<file path="src/rtl/load_store_unit.sv">
// Load/store unit between an RV32I core and a word-addressed data memory with combinational reads.
// Latency accept-to-done: fault 1, load/SW 2, SB/SH 3 cycles. ready is high only in IDLE; requests arriving while busy are dropped.
module load_store_unit #(
    parameter int ADDR_WIDTH = 8
) (
    input  logic                  clk,
    input  logic                  rst,
    input  logic                  req,
    input  logic                  we,
    input  logic [2:0]            funct3,
    input  logic [31:0]           addr,
    input  logic [31:0]           wdata,
    output logic                  ready,
    output logic                  done,
    output logic                  err,
    output logic [31:0]           rdata,
    output logic                  mem_read_en,
    output logic                  mem_write_en,
    output logic [ADDR_WIDTH-1:0] mem_addr,
    output logic [31:0]           mem_write_data,
    input  logic [31:0]           mem_read_data
);
    typedef enum logic [1:0] {IDLE, LOAD, RMW_READ, STORE} state_t;

    state_t                r_state;
    state_t                w_next;
    logic [ADDR_WIDTH+1:0] r_addr;
    logic [2:0]            r_funct3;
    logic [15:0]           r_wdata;
    logic [31:0]           r_merge;
    logic [31:0]           r_rdata;
    logic                  r_done;
    logic                  r_err;
    logic                  w_accept;
    logic                  w_bad_code;
    logic                  w_misalign;
    logic                  w_fault;
    logic [7:0]            w_byte;
    logic [15:0]           w_half;
    logic [31:0]           w_merge;
    logic [31:0]           w_load;
    logic                  w_unused;

    // Address bits above the memory size wrap away.
    assign w_unused   = &{1'b0, addr[31:ADDR_WIDTH+2]};
    assign w_accept   = req && (r_state == IDLE);
    assign w_bad_code = we ? (funct3[2] || (funct3[1:0] == 2'b11))
                           : ((funct3[1:0] == 2'b11) || (funct3[2:1] == 2'b11));
    assign w_misalign = ((funct3[1:0] == 2'b01) && addr[0]) ||
                        ((funct3[1:0] == 2'b10) && (addr[1:0] != 2'b00));
    assign w_fault    = w_bad_code || w_misalign;

    always_ff @(posedge clk) begin
        if (rst) begin
            r_state <= IDLE;
        end else begin
            r_state <= w_next;
        end
    end

    always_comb begin
        w_next = r_state;
        case (r_state)
            IDLE: begin
                if (w_accept && !w_fault) begin
                    if (!we)                          w_next = LOAD;
                    else if (funct3[1:0] == 2'b10)    w_next = STORE;
                    else                              w_next = RMW_READ;
                end
            end
            LOAD:     w_next = IDLE;
            RMW_READ: w_next = STORE;
            STORE:    w_next = IDLE;
            default:  w_next = IDLE;
        endcase
    end

    always_comb begin
        ready        = 1'b0;
        mem_read_en  = 1'b0;
        mem_write_en = 1'b0;
        case (r_state)
            IDLE:           ready        = 1'b1;
            LOAD, RMW_READ: mem_read_en  = 1'b1;
            STORE:          mem_write_en = !rst;
            default:        ready        = 1'b0;
        endcase
    end

    assign w_byte = mem_read_data[{r_addr[1:0], 3'b000} +: 8];
    assign w_half = mem_read_data[{r_addr[1], 4'b0000} +: 16];

    always_comb begin
        case (r_funct3)
            3'b000:  w_load = {{24{w_byte[7]}}, w_byte};
            3'b001:  w_load = {{16{w_half[15]}}, w_half};
            3'b100:  w_load = {24'h0, w_byte};
            3'b101:  w_load = {16'h0, w_half};
            default: w_load = mem_read_data;
        endcase
    end

    always_comb begin
        w_merge = mem_read_data;
        if (r_funct3[0]) w_merge[{r_addr[1], 4'b0000} +: 16] = r_wdata;
        else             w_merge[{r_addr[1:0], 3'b000} +: 8] = r_wdata[7:0];
    end

    always_ff @(posedge clk) begin
        if (rst) begin
            r_addr   <= '0;
            r_funct3 <= 3'b000;
            r_wdata  <= 16'h0;
            r_merge  <= 32'h0;
            r_rdata  <= 32'h0;
            r_done   <= 1'b0;
            r_err    <= 1'b0;
        end else begin
            r_done <= (w_accept && w_fault) || (r_state == LOAD) || (r_state == STORE);
            r_err  <= w_accept && w_fault;
            if (w_accept) begin
                r_addr   <= addr[ADDR_WIDTH+1:0];
                r_funct3 <= funct3;
                r_wdata  <= wdata[15:0];
            end
            // SW writes the store word straight from here; SB/SH overwrite it with the merged word.
            if (w_accept && we)        r_merge <= wdata;
            if (r_state == RMW_READ)   r_merge <= w_merge;
            if (r_state == LOAD)       r_rdata <= w_load;
        end
    end

    assign done           = r_done;
    assign err            = r_err;
    assign rdata          = r_rdata;
    assign mem_addr       = r_addr[ADDR_WIDTH+1:2];
    assign mem_write_data = r_merge;
endmodule

</file>
<file path="config.mk">
export PLATFORM = sky130hd
export DESIGN_NAME = load_store_unit
export DESIGN_NICKNAME = d
export VERILOG_FILES = /design/src/rtl/load_store_unit.sv
export SDC_FILE = /design/constraint.sdc
export NUM_CORES = 1
export LEC_CHECK = 0
export BUFFER_PORTS_ARGS = -buffer_cell sky130_fd_sc_hd__buf_2
export CELL_PAD_IN_SITES_DETAIL_PLACEMENT = 0
export CELL_PAD_IN_SITES_GLOBAL_PLACEMENT = 1
export CORE_UTILIZATION = 34
export CTS_BUF_LIST = sky130_fd_sc_hd__clkbuf_4 sky130_fd_sc_hd__clkbuf_8
export CTS_CLUSTER_DIAMETER = 120
export CTS_CLUSTER_SIZE = 12
export DETAILED_ROUTE_END_ITERATION = 7
export GPL_TIMING_DRIVEN = 1
export PLACE_DENSITY_LB_ADDON = 0.1
export SLEW_MARGIN = 10
export SYNTH_ARGS = -nofsm -noshare
export SYNTH_HDL_FRONTEND = slang
export SYNTH_SLANG_ARGS = --single-unit
</file>
<file path="constraint.sdc">
create_clock -name clk -period 1.9 [get_ports clk]
set_input_delay 0.475 -clock clk [delete_from_list [all_inputs] [get_ports clk]]
set_output_delay 0.475 -clock clk [all_outputs]
set_load 0.01 [all_outputs]
</file>
==> results.py, run 1 <==
metrics = {
    "status": {
        "status": "completed",
    },
    "pwr": {
        "peakVddDrop_mv": 0.453,
        "p_leak_uw": 0.00269,
        "powerDensity_nw_per_um2": 1280,
        "total_power_uw": 8290,
    },
    "timing": {
        "maxClockFrequency_mhz": 540,
        "maxSlewViolCount": 0,
        "maxSlewHeadroom_pct": 66.4,
        "fin_skew_ns": 0.00749,
        "min_period_ns": 1.85,
        "rsz0062_at_grt": "true",
        "tightest_slew_ns": 0.499,
        "fin_crit_sh_pct": 97.5,
        "hold_viol": 0,
        "setup_violations": 0,
    },
    "logic_synthesis": {
        "synth_top_area_share_pct": 38.1,
        "avgSynthCellArea_um2": 8.47,
        "synth_area_leaders": "dfxtp_1 38%, nand2_1 8.9%, mux2_2 7.1%",
        "synth_warnings": 0,
        "synth_edf_count": 0,
        "syn_area_um2": 5100,
        "synthCells": 602,
        "async_reset_ff_share_pct": 0,
        "ys_ff_latch": 97,
        "ys.flop_type": "dfxtp_1",
        "syn-num-nets": 715,
        "yosys.area.top_type": "dfxtp_1",
        "synth_seq_area_share_pct": 38.1,
        "yosysUniqueCellTypes": 39,
    },
    "die": {
        "initial_core_util_pct": 34.9,
        "dieWidth_um": 124,
        "dieArea_um2": 15500,
        "core-area_um2": 14600,
        "ios": 180,
        "die_height_um": 124,
        "rows": 44,
    },
    "setup_path": {
        "critPathSlowestCell": "dfxtp_4",
        "critPathBufInv": 2,
        "start_kind": "flop",
        "reg2regPathDepth": 6,
        "timing.rr.start": "r_addr[1]",
        "path_cells": "buf_12, mux2i_1, and3_1, o41a_1, buf_12, a211oi_1",
        "r2r-end": "rdata[29]",
        "worstPathRequired_ns": 2.19,
        "r2r_setup_slack_ns": 0.05,
        "critPathArrivalTime_ns": 2.14,
        "cp_slowest_stage_delay_ns": 0.41,
        "end_kind": "flop",
        "crit_type": "flop to flop",
        "cpMostUsedCell": "buf_12",
        "crit_family": "compound AO/OA/AOI/OAI gates",
        "crit_fanout": 20,
    },
    "placed_design": {
        "gp_congestion": 0.840,
        "dp_hpwl_um": 13400,
        "port-buffer-count": 157,
    },
    "global_routing": {
        "grt_antenna_before_repair": 0,
        "grt_pass1_vias": 4976,
        "track_usage_pct": 23.7,
        "grt_overflow_total": 0,
        "grt_max_degree": 51,
        "grt_pass1_wl_um": 28500,
    },
    "cts": {
        "clock_sinks": 97,
        "clk-insertion-delay-late_ns": 0.38,
        "cts_tree": "yes",
        "clk_pin_slew_ns": 0.09,
        "cts_buffer_depth": 2,
        "root_buffer": "clkbuf_8",
        "cts_buffers": 9,
        "h-tree-depth": 3,
    },
    "final_layout": {
        "seqCellArea_um2": 1950,
        "layout_commonest_cell": "buf_2",
        "final_util_pct": 44.6,
        "final_cell_mix": "157 x buf_2, 121 x nand2_1, 96 x dfxtp_1",
        "area_growth_pct": 27.6,
        "antennaDiodeCount": 0,
        "drive_gt1_share_pct": 35.1,
        "nNetsFinal": 861,
        "nFillCells": 1515,
        "multi_input_area_um2": 2860,
    },
    "detailed_routing": {
        "drtPass1Iterations": 5,
        "vias": 5229,
        "drc": 0,
        "drtIter0Drc": 465,
        "via_per_inst": 5.58,
        "postRouteAntennaNets": 0,
        "wl_um": 19000,
        "drt-wirelength-per-cell_um": 20.2,
    },
    "worst_hold_path": {
        "min_path_cells": 3,
        "holdCritStartpoint": "addr[7]",
        "hold_path_class": "primary input to flop",
        "holdPathEnd": "r_addr[7]",
    },
    "job": {
        "maxCapViolations": 0,
    },
}
state kept, by name, summed over array words and instances, names as in the netlist:
register        cells
err                 1
done                1
r_addr             10
r_funct3            3
r_state             2
r_wdata            16
mem_write_data     32
rdata              32
cells in the mapped netlist, types with 2 or more instances:
| library cell | instances |
|---|---|
| a211oi_1 | 16 |
| a211oi_2 | 10 |
| a21o_1 | 2 |
| a21oi_1 | 43 |
| a221oi_1 | 32 |
| a311o_1 | 8 |
| a311oi_1 | 3 |
| and2_1 | 2 |
| and4_1 | 2 |
| buf_1 | 4 |
| buf_2 | 5 |
| buf_4 | 9 |
| clkbuf_1 | 40 |
| dfxtp_1 | 97 |
| ha_1 | 10 |
| inv_1 | 17 |
| mux2_2 | 32 |
| mux2i_1 | 8 |
| nand2_1 | 121 |
| nand2b_1 | 13 |
| nor2_1 | 23 |
| nor2b_1 | 5 |
| o22ai_1 | 39 |
| o31ai_1 | 32 |
| o32ai_1 | 7 |
| or3_1 | 9 |
metal layers:
metal / global-route usage [%] / part of all wire, % / up-vias
met5: 0 / 0 / -
met4: 10.3 / 3.0 / 0
met3: 3.87 / 8.0 / 32
met2: 35.1 / 43 / 237
met1: 33.7 / 46 / 2459
li1: - / - / 2501
worst reg2reg max path, stage by stage, from the launching register on:
cell	delay [ns]
dfxtp_4	0.41
buf_12	0.20
mux2i_1	0.14
and3_1	0.20
o41a_1	0.40
buf_12	0.17
a211oi_1	0.24
report_power, final:
part,total (µW),internal (µW),switching [µW]
clock network,1510,750,759
logic,3800,1640,2150
registers,2990,2590,393
total,8290,4990,3310
worst max-delay path by stage:
stage	start	to	slack, ns	depth (start not counted)
global route	r_addr[1]	mem_write_data[4]	-0.01	6
finish	r_addr[1]	rdata[29]	0.05	6
detailed placement	r_addr[1]	rdata[29]	0.03	6
CTS	r_addr[1]	rdata[29]	0.004	6
global placement	r_addr[1]	rdata[29]	0.08	6
floorplan	r_addr[0]	mem_write_data[24]	-0.02	6
final cells by class:
cell class,count,area share (%)
Clock buffer,10,2.02
Clock inverter,6,1.27
Inverter,18,1.04
Multi-Input combinational cell,428,44.0
Sequential cell,97,29.9
Tap cell,184,3.54
Timing Repair Buffer,194,18.2
logic make-up (layout without fill, tap and decap cells):
logic type	Yosys count	in the layout	share of synthesized area [%]
AO/OA/AOI/OAI	197	197	28.4
AND/OR/NAND/NOR	180	180	15.4
adder cells (fa/ha/maj)	10	10	2.45
buffers and inverters	77	228	6.60
multiplexers	41	41	9.08
flip-flops	97	97	38.1
metrics by stage:
stage          setup slack [ns]  setup TNS, ns  cells  instance area, µm²  hold WS, ns
6_report                 0.0478              0    937                6500        0.328
3_5_place_dp             0.0340              0    917                6190        0.439
4_1_cts                 0.00414              0    933                6400        0.308
2_1_floorplan           -0.0250         -0.202    602                5100        0.437
5_1_grt                 -0.0128        -0.0173    937                6500        0.327
3_3_place_gp             0.0752              0    917                6190        0.434
what timing repair did:
item / 4_1_cts / 5_1_grt
setup endpoints to repair: 0 / 37
hold buffers: 0 / 0
buffers inserted: 0 / 1
gates resized for setup: 0 / 12
(Power assumes the default switching activity.)
==> run 2, diff against run 1 <==
- ABC_AREA: default -> 1
- CORE_UTILIZATION: 34 -> 33
==> run 2 against run 1 <==
Via count rose by 25%. First-iteration DRC count increased by 3.7%. Synthesized area grew 20%. Flip-flop and latch count stayed put. Fmax rose by 4.9%. Cell area up 12%. Largest cell class unchanged. Sequential power rose by 3%. Critical path depth up 5. Combinational power is 40% higher. Global-route usage is 1.0 points lower.
==> results.py, run 2 <==
metrics = {
    "final_layout": {
        "final_util_pct": 40.4,
        "final_cell_mix": "341 x nand2_1, 157 x buf_2, 124 x nor2_1",
        "nFillCells": 2104,
        "nNetsFinal": 1252,
        "layout_commonest_cell": "nand2_1",
        "drive_gt1_share_pct": 22.5,
        "area_growth_pct": 19.3,
        "antennaDiodeCount": 0,
    },
    "placed_design": {
        "dp_hpwl_um": 16400,
        "port-buffer-count": 157,
        "gp_congestion": 0.863,
    },
    "cts": {
        "cts_tree": "yes",
        "hold_buffers": 0,
        "h-tree-depth": 3,
        "cts_buffers": 9,
        "cts_resized": 0,
        "post-cts-setup-buffer-count": 0,
        "clock_sinks": 97,
        "clk_pin_slew_ns": 0.10,
        "cts_buffer_depth": 2,
        "clk-insertion-delay-late_ns": 0.40,
        "root_buffer": "clkbuf_8",
    },
    "worst_hold_path": {
        "min_path_cells": 3,
        "hold_path_class": "primary input to flop",
        "holdPathEnd": "r_addr[4]",
        "holdCritStartpoint": "addr[4]",
    },
    "setup_path": {
        "cp_slowest_stage_delay_ns": 0.33,
        "r2r_setup_slack_ns": 0.13,
        "end_kind": "flop",
        "start_kind": "flop",
        "crit_type": "flop to flop",
        "critPathSlowestCell": "dfxtp_1",
        "reg2regPathDepth": 11,
        "crit_fanout": 12,
        "crit_family": "simple AND/OR/NAND/NOR gates",
        "critPathArrivalTime_ns": 2.10,
        "critPathBufInv": 3,
        "cpMostUsedCell": "nand2_1",
        "path_cells": "inv_2, buf_4, ha_1, inv_2, nor2_2, nand3_1, nand2_1, nand2_1, nand2_1, nand2_1, a21oi_2",
        "r2r-end": "mem_write_data[19]",
        "worstPathRequired_ns": 2.23,
        "timing.rr.start": "r_addr[0]",
    },
    "detailed_routing": {
        "drc": 0,
        "drtIter0Drc": 482,
        "drt-wirelength-per-cell_um": 15.9,
        "wl_met2_um": 9390,
        "via_per_inst": 4.76,
        "wl_um": 21900,
        "vias": 6533,
        "postRouteAntennaNets": 0,
        "topRoutingLayerUsed": "met4",
        "met3_length_um": 961,
        "drtPass1Iterations": 6,
        "met1_length_um": 11000,
    },
    "die": {
        "dieArea_um2": 19100,
        "dieWidth_um": 138,
        "ios": 180,
        "initial_core_util_pct": 33.9,
        "die_height_um": 138,
        "core-area_um2": 18000,
        "rows": 49,
    },
    "timing": {
        "setup_violations": 0,
        "maxClockFrequency_mhz": 566,
        "fin_tns_setup_ns": 0,
        "min_period_ns": 1.77,
        "tightest_slew_ns": 0.581,
        "maxSlewViolCount": 0,
        "maxSlewHeadroom_pct": 61.1,
        "fin_skew_ns": 0.0101,
        "fin_crit_sh_pct": 92.9,
        "hold_viol": 0,
        "rsz0062_at_grt": "true",
    },
    "logic_synthesis": {
        "synthTopCellsByCount": "341 x nand2_1, 125 x nor2_1, 113 x o21ai_0",
        "synth_seq_area_share_pct": 31.8,
        "async_reset_ff_share_pct": 0,
        "ys_ff_latch": 97,
        "synth_area_leaders": "dfxtp_1 32%, nand2_1 21%, o21ai_0 9.3%",
        "ys.flop_type": "dfxtp_1",
        "syn_area_um2": 6110,
        "yosys.area.top_type": "dfxtp_1",
        "synth_edf_count": 0,
        "synth_top_area_share_pct": 31.8,
        "synthCells": 1008,
        "yosysUniqueCellTypes": 29,
        "synth_warnings": 0,
        "avgSynthCellArea_um2": 6.06,
        "syn-num-nets": 1121,
        "yosysMostFrequentCell": "nand2_1",
    },
    "status": {
        "status": "completed",
    },
    "global_routing": {
        "grt_overflow_total": 0,
        "track_usage_pct": 22.7,
        "grt_pass1_vias": 5973,
        "grt_antenna_before_repair": 0,
        "grt_pass1_wl_um": 33900,
        "grt_max_degree": 65,
    },
    "pwr": {
        "powerDensity_nw_per_um2": 1350,
        "p_leak_uw": 0.00373,
        "peakVddDrop_mv": 0.693,
    },
    "job": {
        "maxCapViolations": 0,
    },
}
-- run 2: cell count changes in the layout (fill, tap and decap cells not counted), moves of 15 or more --
cell and delta:
nand2_1 +220, inv_1 +59, a21oi_1 +44, o21ai_1 +15, a221oi_1 -31, nand3_1 +15, o21ai_0 +111, o22ai_1 -38
o31ai_1 -31, mux2_2 -32, nor2_1 +102
-- run 2: report_power, final --
group	total, µW	switching, µW	internal [µW]
Sequential	3070	393	2680
Combinational	5330	3450	1880
Clock	1450	803	650
-- run 2: routing by layer --
metal	GRT usage (%)	vias to the layer above
met5	0	-
met4	8.10	0
met3	3.71	30
met2	33.8	176
met1	32.9	2889
li1	-	3438
-- run 2: cells by family (layout without fill, tap and decap cells) --
| kind of cell | count (synthesis) | in the layout | synth area share, % |
|---|---|---|---|
| adders and majority gates | 10 | 10 | 2.05 |
| and+or+nand+nor | 495 | 495 | 31.8 |
| AOI/OAI and AO/OA | 251 | 251 | 22.5 |
| buffers and inverters | 155 | 291 | 11.9 |
| DFF | 97 | 97 | 31.8 |
-- run 2: worst max-delay path by stage --
stage	depth (start not counted)	slack (ns)	to	start
6_report	11	0.13	mem_write_data[19]	r_addr[0]
5_1_grt	11	-0.01	mem_write_data[15]	r_addr[1]
4_1_cts	3	0.08	mem_read_en	r_state[0]
3_5_place_dp	11	0.12	mem_write_data[6]	r_state[0]
3_3_place_gp	11	0.14	mem_write_data[6]	r_state[0]
2_1_floorplan	13	0.02	mem_write_data[21]	r_addr[1]
-- run 2: worst reg2reg max path, cell delays in order, from the launching register on --
cell     delay (ns)
dfxtp_1        0.33
inv_2          0.09
buf_4          0.22
ha_1           0.18
inv_2          0.04
nor2_2         0.29
nand3_1        0.13
nand2_1        0.07
nand2_1        0.04
nand2_1        0.14
nand2_1        0.08
a21oi_2        0.11
-- run 2: area by class of cell --
type,instances,area [µm²],share of cell area [%]
clock inverters,6,66.3,0.910
multi-input cells,756,3450,47.4
clock buffers,10,138,1.89
repair buffers,188,1060,14.6
well taps,229,287,3.93
inverters,87,337,4.62
flip-flops and latches,97,1940,26.7
-- run 2: per-stage QoR --
stage          hold slack (ns)  setup WS (ns)  instances  total power, µW  area [µm²]
4_1_cts                  0.306         0.0791       1373             9910        7270
3_5_place_dp             0.453          0.121       1357             8430        7060
2_1_floorplan            0.456         0.0231       1008             6760        6110
3_3_place_gp             0.452          0.136       1357             8400        7060
6_report                 0.321          0.134       1373             9860        7290
5_1_grt                  0.311        -0.0135       1373            10700        7290
==> run 3, diff against run 2 <==
- MAX_ROUTING_LAYER: default -> met4
==> run 3 against run 2 <==
First-iteration DRC count up 2.1%. Flip-flop and latch count is the same. Clock power grew 25%. Fmax is 0.11% higher. Utilization grew 0.51 points. Worst hold slack better by 0.0095 ns. Clock skew about the same. Via count rose by 1.6%. Final cell count is 0.22% higher.
==> results.py, run 3 (same netlist as run 2, synthesis figures left out) <==
metrics = {
    "pwr": {
        "total_power_uw": 10300,
        "powerDensity_nw_per_um2": 1400,
        "pwr-share-comb_pct": 52.9,
        "seqPwrFrac_pct": 29.6,
        "p_leak_uw": 0.00377,
        "switching_power_uw": 4670,
        "p_int_uw": 5650,
        "swShare_pct": 45.2,
        "peakVddDrop_mv": 0.540,
        "pwr-share-clk_pct": 17.5,
    },
    "global_routing": {
        "track_usage_pct": 23.3,
        "grt_antenna_before_repair": 0,
        "grt_overflow_total": 0,
        "grt_pass1_wl_um": 33900,
        "grt_max_degree": 65,
        "grt_pass1_vias": 5908,
    },
    "final_layout": {
        "final_cell_mix": "341 x nand2_1, 157 x buf_2, 124 x nor2_1",
        "layout_commonest_cell": "nand2_1",
        "drive_gt1_share_pct": 22.4,
        "area_growth_pct": 20.8,
        "nNetsFinal": 1256,
        "stdcell_area_um2": 7380,
        "antennaDiodeCount": 0,
        "final_util_pct": 40.9,
    },
    "cts": {
        "clk-insertion-delay-late_ns": 0.39,
        "cts_buffers": 9,
        "root_buffer": "clkbuf_8",
        "h-tree-depth": 3,
        "clk_pin_slew_ns": 0.10,
        "clock_sinks": 97,
        "cts_buffer_depth": 2,
        "cts_tree": "yes",
    },
    "timing": {
        "min_period_ns": 1.76,
        "hold-worst-slack_ns": 0.330,
        "worst_slack_ns": 0.136,
        "setup_violations": 0,
        "tightest_slew_ns": 0.586,
        "maxClockFrequency_mhz": 567,
        "fin_skew_ns": 0.0103,
        "maxSlewHeadroom_pct": 60.8,
        "hold_viol": 0,
        "fin_crit_sh_pct": 92.8,
        "maxSlewViolCount": 0,
    },
    "worst_hold_path": {
        "hold_path_class": "primary input to flop",
    },
    "die": {
        "core-area_um2": 18000,
        "die_height_um": 138,
        "dieWidth_um": 138,
        "initial_core_util_pct": 33.9,
        "rows": 49,
        "ios": 180,
        "dieArea_um2": 19100,
    },
    "setup_path": {
        "end_kind": "output pin",
        "cp_slowest_stage_delay_ns": 0.39,
        "worstPathRequired_ns": 1.42,
        "crit_type": "flop to output pin",
        "start_kind": "flop",
        "path_cells": "inv_1, ha_1, buf_2",
        "critPathSlowestCell": "dfxtp_1",
        "crit_fanout": 4,
        "critPathArrivalTime_ns": 1.29,
    },
    "detailed_routing": {
        "vias": 6635,
        "drtIter0Drc": 492,
        "postRouteAntennaNets": 0,
        "wl_um": 22100,
        "drc": 0,
        "drtPass1Iterations": 5,
        "drt-wirelength-per-cell_um": 16.1,
        "via_per_inst": 4.82,
    },
    "placed_design": {
        "port-buffer-count": 157,
        "place_ws_ns": 0.111,
        "gp_congestion": 0.892,
        "placed_area_um2": 7060,
        "dp_hpwl_um": 16400,
    },
    "job": {
        "maxCapViolations": 0,
    },
    "status": {
        "status": "completed",
    },
}
## run 3: what timing repair did
| action | 4_1_cts | 5_1_grt |
|---|---|---|
| buffers inserted | 0 | 2 |
| setup endpoints to repair | 0 | 16 |
| resized for setup | 0 | 4 |
| hold buffers | 0 | 0 |
## run 3: per-stage QoR
stage / cells / setup TNS [ns]
3_3_place_gp: 1358 / 0
5_1_grt: 1376 / -0.0701
2_1_floorplan: 1008 / 0
6_report: 1376 / 0
3_5_place_dp: 1358 / 0
4_1_cts: 1373 / 0
## run 3: worst paths after layout
path | to | cells after the start | slack [ns] | start
worst max-delay path | mem_read_en | 3 | 0.14 | r_state[1]
worst min register to register | mem_write_data[26] | 2 | 0.46 | mem_write_data[26]
worst min-delay path | r_wdata[12] | 3 | 0.33 | wdata[12]
worst max register to register | mem_write_data[17] | 10 | 0.14 | r_addr[1]
## run 3: routing by layer
| metal | routed length, µm | up-vias | track usage, % |
|---|---|---|---|
| li1 | - | 3441 | - |
| met1 | 11000 | 2954 | 33.3 |
| met2 | 9670 | 221 | 34.7 |
| met3 | 1130 | 19 | 3.15 |
| met4 | 265 | 0 | 5.21 |
| met5 | 0 | - | - |
## run 3: layout make-up
class / instances / area [µm²]
Fill cell: 2041 / 10600
Multi-Input combinational cell: 756 / 3450
Sequential cell: 97 / 1940
Timing Repair Buffer: 192 / 1090
Inverter: 87 / 340
Tap cell: 229 / 287
Clock buffer: 10 / 138
Clock inverter: 5 / 128
## run 3: power by group through the flow
| stage | Combinational (µW) | Sequential, µW | Clock, µW |
|---|---|---|---|
| after floorplan | 3510 | 3250 | 0 |
| after global placement | 5320 | 3090 | 0 |
| after detailed placement | 5330 | 3100 | 0 |
| after CTS | 5350 | 3060 | 1860 |
| after global routing | 6140 | 3140 | 1940 |
| final | 5460 | 3050 | 1810 |
## run 3: critical path, delay by kind of cell (launching register included)
kind,cells,cell delay [ns]
adder cells (fa/ha/maj),1,0.28
buffers and inverters,2,0.24
flip-flops,1,0.39
